## config.mk

```make
export PLATFORM = sky130hd
export DESIGN_NAME = instr_encoder
export DESIGN_NICKNAME = d
export VERILOG_FILES = /design/src/rtl/rv_enc_pkg.sv /design/src/rtl/imm_pack.sv /design/src/rtl/instr_encoder.sv
export SDC_FILE = /design/constraint.sdc
export NUM_CORES = 1
export LEC_CHECK = 0
export BUFFER_PORTS_ARGS = -buffer_cell sky130_fd_sc_hd__clkbuf_2
export CORE_MARGIN = 4
export CORE_UTILIZATION = 40
export DETAILED_ROUTE_END_ITERATION = 10
export GPL_ROUTABILITY_DRIVEN = 0
export GPL_TIMING_DRIVEN = 0
export PLACE_DENSITY_LB_ADDON = 0.3
export SLEW_MARGIN = 20
export SYNTH_ARGS = -nofsm -noshare
export SYNTH_HDL_FRONTEND = slang
export SYNTH_SLANG_ARGS = --single-unit
```

## constraint.sdc

```tcl
create_clock -name clk -period 9.6 [get_ports clk]
set_input_delay 0.96 -clock clk [delete_from_list [all_inputs] [get_ports clk]]
set_output_delay 0.96 -clock clk [all_outputs]
set_load 0.01 [all_outputs]
```

## src/rtl/rv_enc_pkg.sv

```systemverilog
// rv_enc_pkg: instruction formats, opcodes and the immediate range helper
// shared by the encoder and its packing sub-block.
package rv_enc_pkg;
    localparam int ILEN = 32;
    localparam int RW   = 5;
    localparam int FITW = 64;
    localparam logic [6:0] OPC_OP_IMM = 7'b0010011;
    localparam logic [6:0] OPC_LUI    = 7'b0110111;
    localparam logic [2:0] F3_ADDI    = 3'b000;
    typedef enum logic [2:0] {FMT_R, FMT_I, FMT_S, FMT_B, FMT_U, FMT_J, FMT_LI} fmt_e;
    typedef enum logic [1:0] {S_IDLE, S_HOLD, S_LI_HI} state_e;
    // true when v is representable as an n-bit two's-complement value
    function automatic logic fits(input logic [FITW-1:0] v, input int n);
        logic [FITW-1:0] s;
        s = FITW'($signed(v) >>> (n - 1));
        return (s == '0) || (s == '1);
    endfunction
endpackage

```

## src/rtl/imm_pack.sv

```systemverilog
// imm_pack: packs one RV instruction word from a format tag, register fields
// and an immediate, flagging immediates that do not fit the format.
module imm_pack
    import rv_enc_pkg::*;
#(
    parameter int XLEN = 64
) (
    input  fmt_e              fmt_i,
    input  logic [6:0]        op_i,
    input  logic [2:0]        f3_i,
    input  logic [6:0]        f7_i,
    input  logic [RW-1:0]     rd_i,
    input  logic [RW-1:0]     rs1_i,
    input  logic [RW-1:0]     rs2_i,
    input  logic [XLEN-1:0]   imm_i,
    output logic [ILEN-1:0]   word_o,
    output logic              err_o
);
    logic [FITW-1:0] v;
    assign v = FITW'($signed(imm_i));
    always_comb begin
        word_o = '0;
        err_o  = 1'b0;
        case (fmt_i)
            FMT_R: word_o = {f7_i, rs2_i, rs1_i, f3_i, rd_i, op_i};
            FMT_I: begin
                word_o = {imm_i[11:0], rs1_i, f3_i, rd_i, op_i};
                err_o  = !fits(v, 12);
            end
            FMT_S: begin
                word_o = {imm_i[11:5], rs2_i, rs1_i, f3_i, imm_i[4:0], op_i};
                err_o  = !fits(v, 12);
            end
            FMT_B: begin
                word_o = {imm_i[12], imm_i[10:5], rs2_i, rs1_i, f3_i, imm_i[4:1], imm_i[11], op_i};
                err_o  = !fits(v, 13) || imm_i[0];
            end
            FMT_U: begin
                word_o = {imm_i[31:12], rd_i, op_i};
                err_o  = !fits(v, 32) || (imm_i[11:0] != '0);
            end
            FMT_J: begin
                word_o = {imm_i[20], imm_i[10:1], imm_i[11], imm_i[19:12], rd_i, op_i};
                err_o  = !fits(v, 21) || imm_i[0];
            end
            default: err_o = 1'b1;
        endcase
    end
endmodule

```

## src/rtl/instr_encoder.sv

```systemverilog
// instr_encoder: registered valid/ready instruction encoder; expands LI into
// LUI+ADDI, reusing the single packer for the pending ADDI beat.
module instr_encoder
    import rv_enc_pkg::*;
#(
    parameter int XLEN  = 64,
    parameter bit LI_EN = 1'b1
) (
    input  logic            clk,
    input  logic            rst,
    input  logic            in_valid,
    output logic            in_ready,
    input  logic [2:0]      in_fmt,
    input  logic [6:0]      in_opcode,
    input  logic [2:0]      in_funct3,
    input  logic [6:0]      in_funct7,
    input  logic [4:0]      in_rd,
    input  logic [4:0]      in_rs1,
    input  logic [4:0]      in_rs2,
    input  logic [XLEN-1:0] in_imm,
    output logic            out_valid,
    input  logic            out_ready,
    output logic [31:0]     out_instr,
    output logic            out_err,
    output logic            out_last
);
    state_e state_q, state_d;
    logic [ILEN-1:0] instr_q, instr_d, pk_word;
    logic err_q, err_d, last_q, last_d;
    logic [11:0] lo_q, lo_d;
    logic [RW-1:0] rd_q, rd_d, pk_rd, pk_rs1, pk_rs2;
    logic hi_beat, accept, is_li, li_mode, li_long, li_err, li_split, pk_err;
    logic [19:0] hi20;
    fmt_e pk_fmt;
    logic [6:0] pk_op, pk_f7;
    logic [2:0] pk_f3;
    logic [XLEN-1:0] pk_imm;
    assign hi_beat  = state_q == S_LI_HI;
    assign in_ready = (state_q == S_IDLE) || (state_q == S_HOLD && out_ready);
    assign accept   = in_valid && in_ready;
    assign is_li    = in_fmt == FMT_LI;
    assign li_mode  = hi_beat || is_li;
    assign li_long  = !fits(FITW'($signed(in_imm)), 12);
    // top of the 32-bit range would round hi past 0x7FFFF
    assign li_err   = !LI_EN || !fits(FITW'($signed(in_imm)), 32) || (!in_imm[31] && &in_imm[30:11]);
    assign li_split = is_li && li_long && (in_imm[11:0] != '0);
    assign hi20     = in_imm[31:12] + 20'(in_imm[11]);
    assign pk_fmt = hi_beat ? FMT_I : !is_li ? fmt_e'(in_fmt) : li_long ? FMT_U : FMT_I;
    assign pk_op  = hi_beat ? OPC_OP_IMM : !is_li ? in_opcode : li_long ? OPC_LUI : OPC_OP_IMM;
    assign pk_f3  = li_mode ? F3_ADDI : in_funct3;
    assign pk_f7  = li_mode ? '0 : in_funct7;
    assign pk_rs2 = li_mode ? '0 : in_rs2;
    assign pk_rd  = hi_beat ? rd_q : in_rd;
    assign pk_rs1 = hi_beat ? rd_q : is_li ? '0 : in_rs1;
    assign pk_imm = hi_beat ? XLEN'($signed(lo_q))
                  : (is_li && li_long) ? XLEN'($signed({hi20, 12'h000})) : in_imm;
    imm_pack #(.XLEN(XLEN)) u_pack (
        .fmt_i(pk_fmt), .op_i(pk_op), .f3_i(pk_f3), .f7_i(pk_f7),
        .rd_i(pk_rd), .rs1_i(pk_rs1), .rs2_i(pk_rs2), .imm_i(pk_imm),
        .word_o(pk_word), .err_o(pk_err)
    );
    always_comb begin
        state_d = state_q;
        instr_d = instr_q;
        err_d   = err_q;
        last_d  = last_q;
        lo_d    = lo_q;
        rd_d    = rd_q;
        if (hi_beat && out_ready) begin
            state_d = S_HOLD;
            instr_d = pk_word;
            err_d   = 1'b0;
            last_d  = 1'b1;
        end else if (accept && (pk_err || (is_li && li_err))) begin
            state_d = S_HOLD;
            instr_d = '0;
            err_d   = 1'b1;
            last_d  = 1'b1;
        end else if (accept) begin
            state_d = li_split ? S_LI_HI : S_HOLD;
            instr_d = pk_word;
            err_d   = 1'b0;
            last_d  = !li_split;
            lo_d    = in_imm[11:0];
            rd_d    = in_rd;
        end else if (state_q == S_HOLD && out_ready) begin
            state_d = S_IDLE;
        end
    end
    always_ff @(posedge clk or posedge rst) begin
        if (rst) begin
            state_q <= S_IDLE;
            instr_q <= '0;
            err_q   <= 1'b0;
            last_q  <= 1'b0;
            lo_q    <= '0;
            rd_q    <= '0;
        end else begin
            state_q <= state_d;
            instr_q <= instr_d;
            err_q   <= err_d;
            last_q  <= last_d;
            lo_q    <= lo_d;
            rd_q    <= rd_d;
        end
    end
    assign out_valid = state_q != S_IDLE;
    assign out_instr = instr_q;
    assign out_err   = err_q;
    assign out_last  = last_q;
endmodule

```

**Yosys cells after proc, flatten, opt, wreduce, memory -nomap -nowiden**

Cells that the tools add are included.

- Memories: 0
- ROM bits: 0
- Bits in registers: 53
- Bits in latches: 0
- Output and inout port bits: 36
- Bits in writable memories: 0
- Input port bits: 103
- Word-level logic and storage cells: 98

- Mux-type cells: 30
- Multipliers: 0
- Shift operators: 0
- Add/sub/neg operators: 1
- Eq/ne operators: 14
- Order comparisons: 0
- Div/mod/pow operators: 0
- Reduce and logical (&&, ||, !) cells: 45
- Bitwise gates (word level): 2

Operators with widths:

| cell | count |
|---|---|
| $eq A64 B64 Y1 const B | 6 |
| $logic_not A64 Y1 | 6 |
| $pmux W32 S6 | 1 |
| $mux W64 | 2 |
| $mux W32 | 3 |
| $reduce_bool A12 Y1 | 2 |
| $mux W7 | 3 |
| $add A20 B1 Y20 | 1 |
| $mux W5 | 4 |
| $reduce_and A20 Y1 | 1 |
| $logic_or A1 B1 Y1 | 13 |
| $mux W3 | 4 |
| $mux W2 | 5 |
| $eq A3 B3 Y1 const B | 3 |
| $logic_and A1 B1 Y1 | 8 |
| $logic_not A1 Y1 | 8 |
| $eq A3 B2 Y1 const B | 2 |
| $mux W1 | 6 |
| $mux W6 | 1 |
| $pmux W1 S5 | 1 |
| $reduce_bool A4 Y1 | 1 |
| $eq A3 B1 Y1 const B | 1 |
| $logic_not A3 Y1 | 1 |
| $reduce_and A3 Y1 | 1 |
| 7 further kinds | 8 |

**Depth between registers and ports, before layout**

- Word-level depth: 15
- Mapped depth: 16

**By module**

A second synthesis with hierarchy kept.

- Cell total of the unflattened synthesis: 616
- Area total of the unflattened synthesis: 4802.1 um^2

Modules (own cells, without submodules):

| module | area an instance (um^2) | seq. area each (um^2) | instances | cells each |
|---|---|---|---|---|
| instr_encoder | 3819.9 | 1326.3 | 1 | 436 |
| imm_pack | 982.2 | 0.0 | 1 | 180 |

**Worst setup path before layout**

OpenSTA, ideal clock, no wires.

- Path kind: input -> register
- Start point: in in_imm[26]
- End point: reg lo_q[0]
- Stages on the path: 14
- Setup time: 0.125 ns
- Path buffers: 2
- Data arrival time: 4.032 ns
- Path slack: 5.443 ns
- Cell sequence: buf_4 and3_1 and3_1 nand4_2 or2_4 a41o_1 a31oi_2 o21ai_1 or4_4 nor3_4 o311ai_4 nor3_4 buf_6 mux2_4

- Word-level cells in the longest chain between the ends: 15
- Elaborated cells between the ends (all ways): 47

Ends and longest elaborated chain:

| element | line | RTL |
|---|---|---|
| from (decl) | instr_encoder.sv:20 | `input logic [XLEN-1:0] in_imm,` |
| branches (longest 11 deep; another with $add A20 B1 Y20) | n/a |  |
| $logic_or A1 B1 Y1 * | instr_encoder.sv:74 | `end else if (accept && (pk_err \|\| (is_li && li_err))) begin` |
| $logic_and A1 B1 Y1 * | instr_encoder.sv:74 |  |
| $not A1 Y1 (no source line) * | n/a |  |
| $reduce_and A3 Y1 (no source line) * | n/a |  |
| to (signal assigned) | instr_encoder.sv:103 | `lo_q <= lo_d;` |
| to (decl) | instr_encoder.sv:30 | `logic [11:0] lo_q, lo_d;` |

Mark *: on every way between the ends.
A chain may end at the register's enable or synchronous reset.

**Worst setup path in the final report**

- Start point: in in_imm[11]
- End point: reg rd_q[1]

- Word-level cells in the longest chain between the ends: 15
- Elaborated cells between the ends (all ways): 47

Ends and longest elaborated chain:

| element | line | RTL |
|---|---|---|
| branches (longest 11 deep; another with $add A20 B1 Y20) | n/a |  |
| $logic_or A1 B1 Y1 * | instr_encoder.sv:74 |  |
| $logic_and A1 B1 Y1 * | instr_encoder.sv:74 |  |
| $not A1 Y1 (no source line) * | n/a |  |
| $reduce_and A3 Y1 (no source line) * | n/a |  |
| to (signal assigned) | instr_encoder.sv:104 | `rd_q <= rd_d;` |
| to (decl) | instr_encoder.sv:31 | `logic [RW-1:0] rd_q, rd_d, pk_rd, pk_rs1, pk_rs2;` |

Marked as above.

==> flow_summary.toml <==
[worst_setup_path]
worstPathRequired_ps = 9810
start_kind = "input port"
cp.arrival_ps = 5080
worst_setup_path_end_kind = "register"
path_class = "in2reg"
cp_max_fo = 10
ff2ff_path_depth = 10

[min_path]
hold_class = "reg2reg"
min_path_cells = 2

[sta]
slew_violations = 0
fin_crit_ps = 4860
worst_hold_slack_ps = 489
rsz0062_at_grt = "false"
setup_tns_ps = 0
tightest_slew_ps = 745
fin_worst_skew_ps = 15.5
setup_viol = 0
hold_viol = 0
layout_setup_ws_ps = 4740
relSlewSlack_pct = 50.0
period_share_pct = 50.7
max_freq_mhz = 206

[final_layout]
layout_commonest_cell = "clkbuf_2"
drive_gt1_share_pct = 31.0
final_util_pct = 50.8
antenna_cells = 0
nNetsFinal = 731
fill_cells = 931
multi_input_area_mm2 = 0.00256
design_area_mm2 = 0.00501
regArea_mm2 = 0.00133
final_cell_mix = "clkbuf_2 (135), nand2_1 (53), dfrtp_1 (53), nor2_1 (52), a21oi_1 (25)"
syn2layout_area_growth_pct = 23.1
final_cells = 759

[logic_synthesis]
synth_top_family_by_area = "simple AND/OR/NAND/NOR gates"
syn_nets = 590
synth-xor-area-share_pct = 3.23
ys_seq_area_share_pct = 32.6
synth_area_leader_cell = "dfrtp_1"
synth.area.top_cells = "dfrtp_1 (33%), nand2_1 (4.9%), nor2_1 (4.8%), nor4_1 (3.4%), a21oi_1 (3.1%)"
synth_top_area_share_pct = 32.6
synthAdderAreaFrac_pct = 0.922
syn-instance-count = 484
ys_ff_latch = 53
netlist_area_mm2 = 0.00407
synth_ff_type = "dfrtp_1"
yosysUniqueCellTypes = 74
syn_avg_cell_area_um2 = 8.41
muxShareOfSynthArea_pct = 5.96
async_flop_share_pct = 100
synth_compound_area_share_pct = 25.6
synth-simple-area-share_pct = 27.2
synth_edf_count = 0
yosysWarnings = 0

[clocking]
ctsResizeCount = 0
htreeDepth = 2
numCtsBuffers = 5
cts_root_buffer = "clkbuf_8"
insertion_delay_ps = 330
ctsHoldBuffers = 0
clockBufferDepth = 2
cts.clk_slew.worst_paths_ps = 100
cts_sinks = 53
cts_setup_buffers = 0
cts_tree = "done"

[power]
switching_power_uw = 267
vdd_drop_max_mv = 0.0759
p_clk_share_pct = 19.2
combPwrFrac_pct = 35.6
p_int_uw = 452
switching_share_pct = 37.1
p_leak_nw = 2.25
powerDensity_mw_per_mm2 = 143
pwr-share-seq_pct = 45.3
power_uw = 719

[detailed_routing]
ant_nets = 0
vias = 4607
drc = 0
vias_per_cell = 6.07
dr.first_iter.drc_count = 565
routed_wl_um = 14400
detail_route.wl_per_cell_um = 19.0
drt_pass1_iterations = 7

[die]
rows = 36
start_util_pct = 41.3
dieArea_mm2 = 0.0119
die_h_um = 109
dieWidth_um = 109
io_pins = 139
core_area_mm2 = 0.00986

[global_routing]
grt_max_degree = 54
antenna_found_initial = 0
grt_usage_pct = 24.3
grt_pass1_vias = 4500
grt_pass1_wl_um = 22700
grt_overflow = 0

[flow_run]
drv_cap = 0

[outcome]
status = "finished clean"

[placed_design]
portBuffers = 134
placed_area_mm2 = 0.00491
dp_hpwl_um = 11400
dp_slack_ps = 4590
placedCellCount = 751
## synth_stat cells, drive strengths merged (5+ instances only)
| library cell | number |
|---|---|
| a222oi | 7 |
| buf | 12 |
| xnor2 | 11 |
| inv | 14 |
| a22o | 6 |
| o31a | 5 |
| a221o | 5 |
| nand4 | 17 |
| a22oi | 13 |
| a211oi | 6 |
| nor3 | 16 |
| nand3 | 16 |
| o21ai | 36 |
| nor2 | 55 |
| dfrtp | 53 |
| nor4 | 25 |
| and3 | 5 |
| clkbuf | 15 |
| nand2 | 53 |
| mux2 | 18 |
| a21oi | 25 |
## area by class of cell
class	count	area share, %
multi-input cells	390	51.2
flip-flops and latches	53	26.5
repair buffers	134	13.4
well taps	133	3.32
plain buffers	27	2.70
clock buffers	5	1.37
inverters	14	1.10
clock inverters	3	0.499
## flip-flops by register name, indices dropped and copies added (netlist names)
name       cells
out_instr     32
lo_q          12
rd_q           5
state_q        2
out_err        1
out_last       1
## power groups by stage
| stage | logic (mW) | clock network (mW) | registers (mW) |
|---|---|---|---|
| 2_1_floorplan | 0.151 | 0 | 0.328 |
| 3_3_place_gp | 0.248 | 0 | 0.325 |
| 3_5_place_dp | 0.253 | 0 | 0.328 |
| 4_1_cts | 0.254 | 0.140 | 0.325 |
| 5_1_grt | 0.280 | 0.150 | 0.333 |
| 6_report | 0.255 | 0.138 | 0.325 |
## cells by family after synthesis
group	Yosys count
compound gates	143
xor+xnor	15
fa+ha+maj	3
buf+inv	41
flops	53
mux	19
simple gates	210
## worst max-delay path: stages
cell and delay (ps):
clkbuf_2 180, ha_1 250, ha_1 230, and3_1 160
clkbuf_1 290, nand4_1 170, nor4_1 370, o21ai_0 220
nor4b_2 380, a41oi_1 220, nor3_2 300, a211oi_2 200
nor3_4 560, buf_6 270, mux2_4 310
## path summary, 6_finish.rpt
path / startpoint / to / slack, ps
min in group asynchronous: rst / out_instr[16]$_DFFE_PP0P_ / 710
max: in_imm[11] / rd_q[1]$_DFFE_PP0P_ / 4740
min: out_err$_DFFE_PP0P_ / out_err$_DFFE_PP0P_ / 490
max in group asynchronous: rst / out_last$_DFFE_PP0P_ / 8430
min reg2reg: out_err$_DFFE_PP0P_ / out_err$_DFFE_PP0P_ / 490
max reg2reg: state_q[1]$_DFFE_PP0P_ / rd_q[1]$_DFFE_PP0P_ / 5610
## routing by layer
metal  wire length (um)  share of wire [%]  track usage (%)  vias up
li1                   -                  -                -     2128
met1               5920                 41             32.7     2199
met2               7060                 49             40.0      256
met3               1190                8.2             4.26       24
met4                243                1.7             6.67        0
met5                  0                  0                0        -
Note: power is estimated with default switching activity, not from simulation.
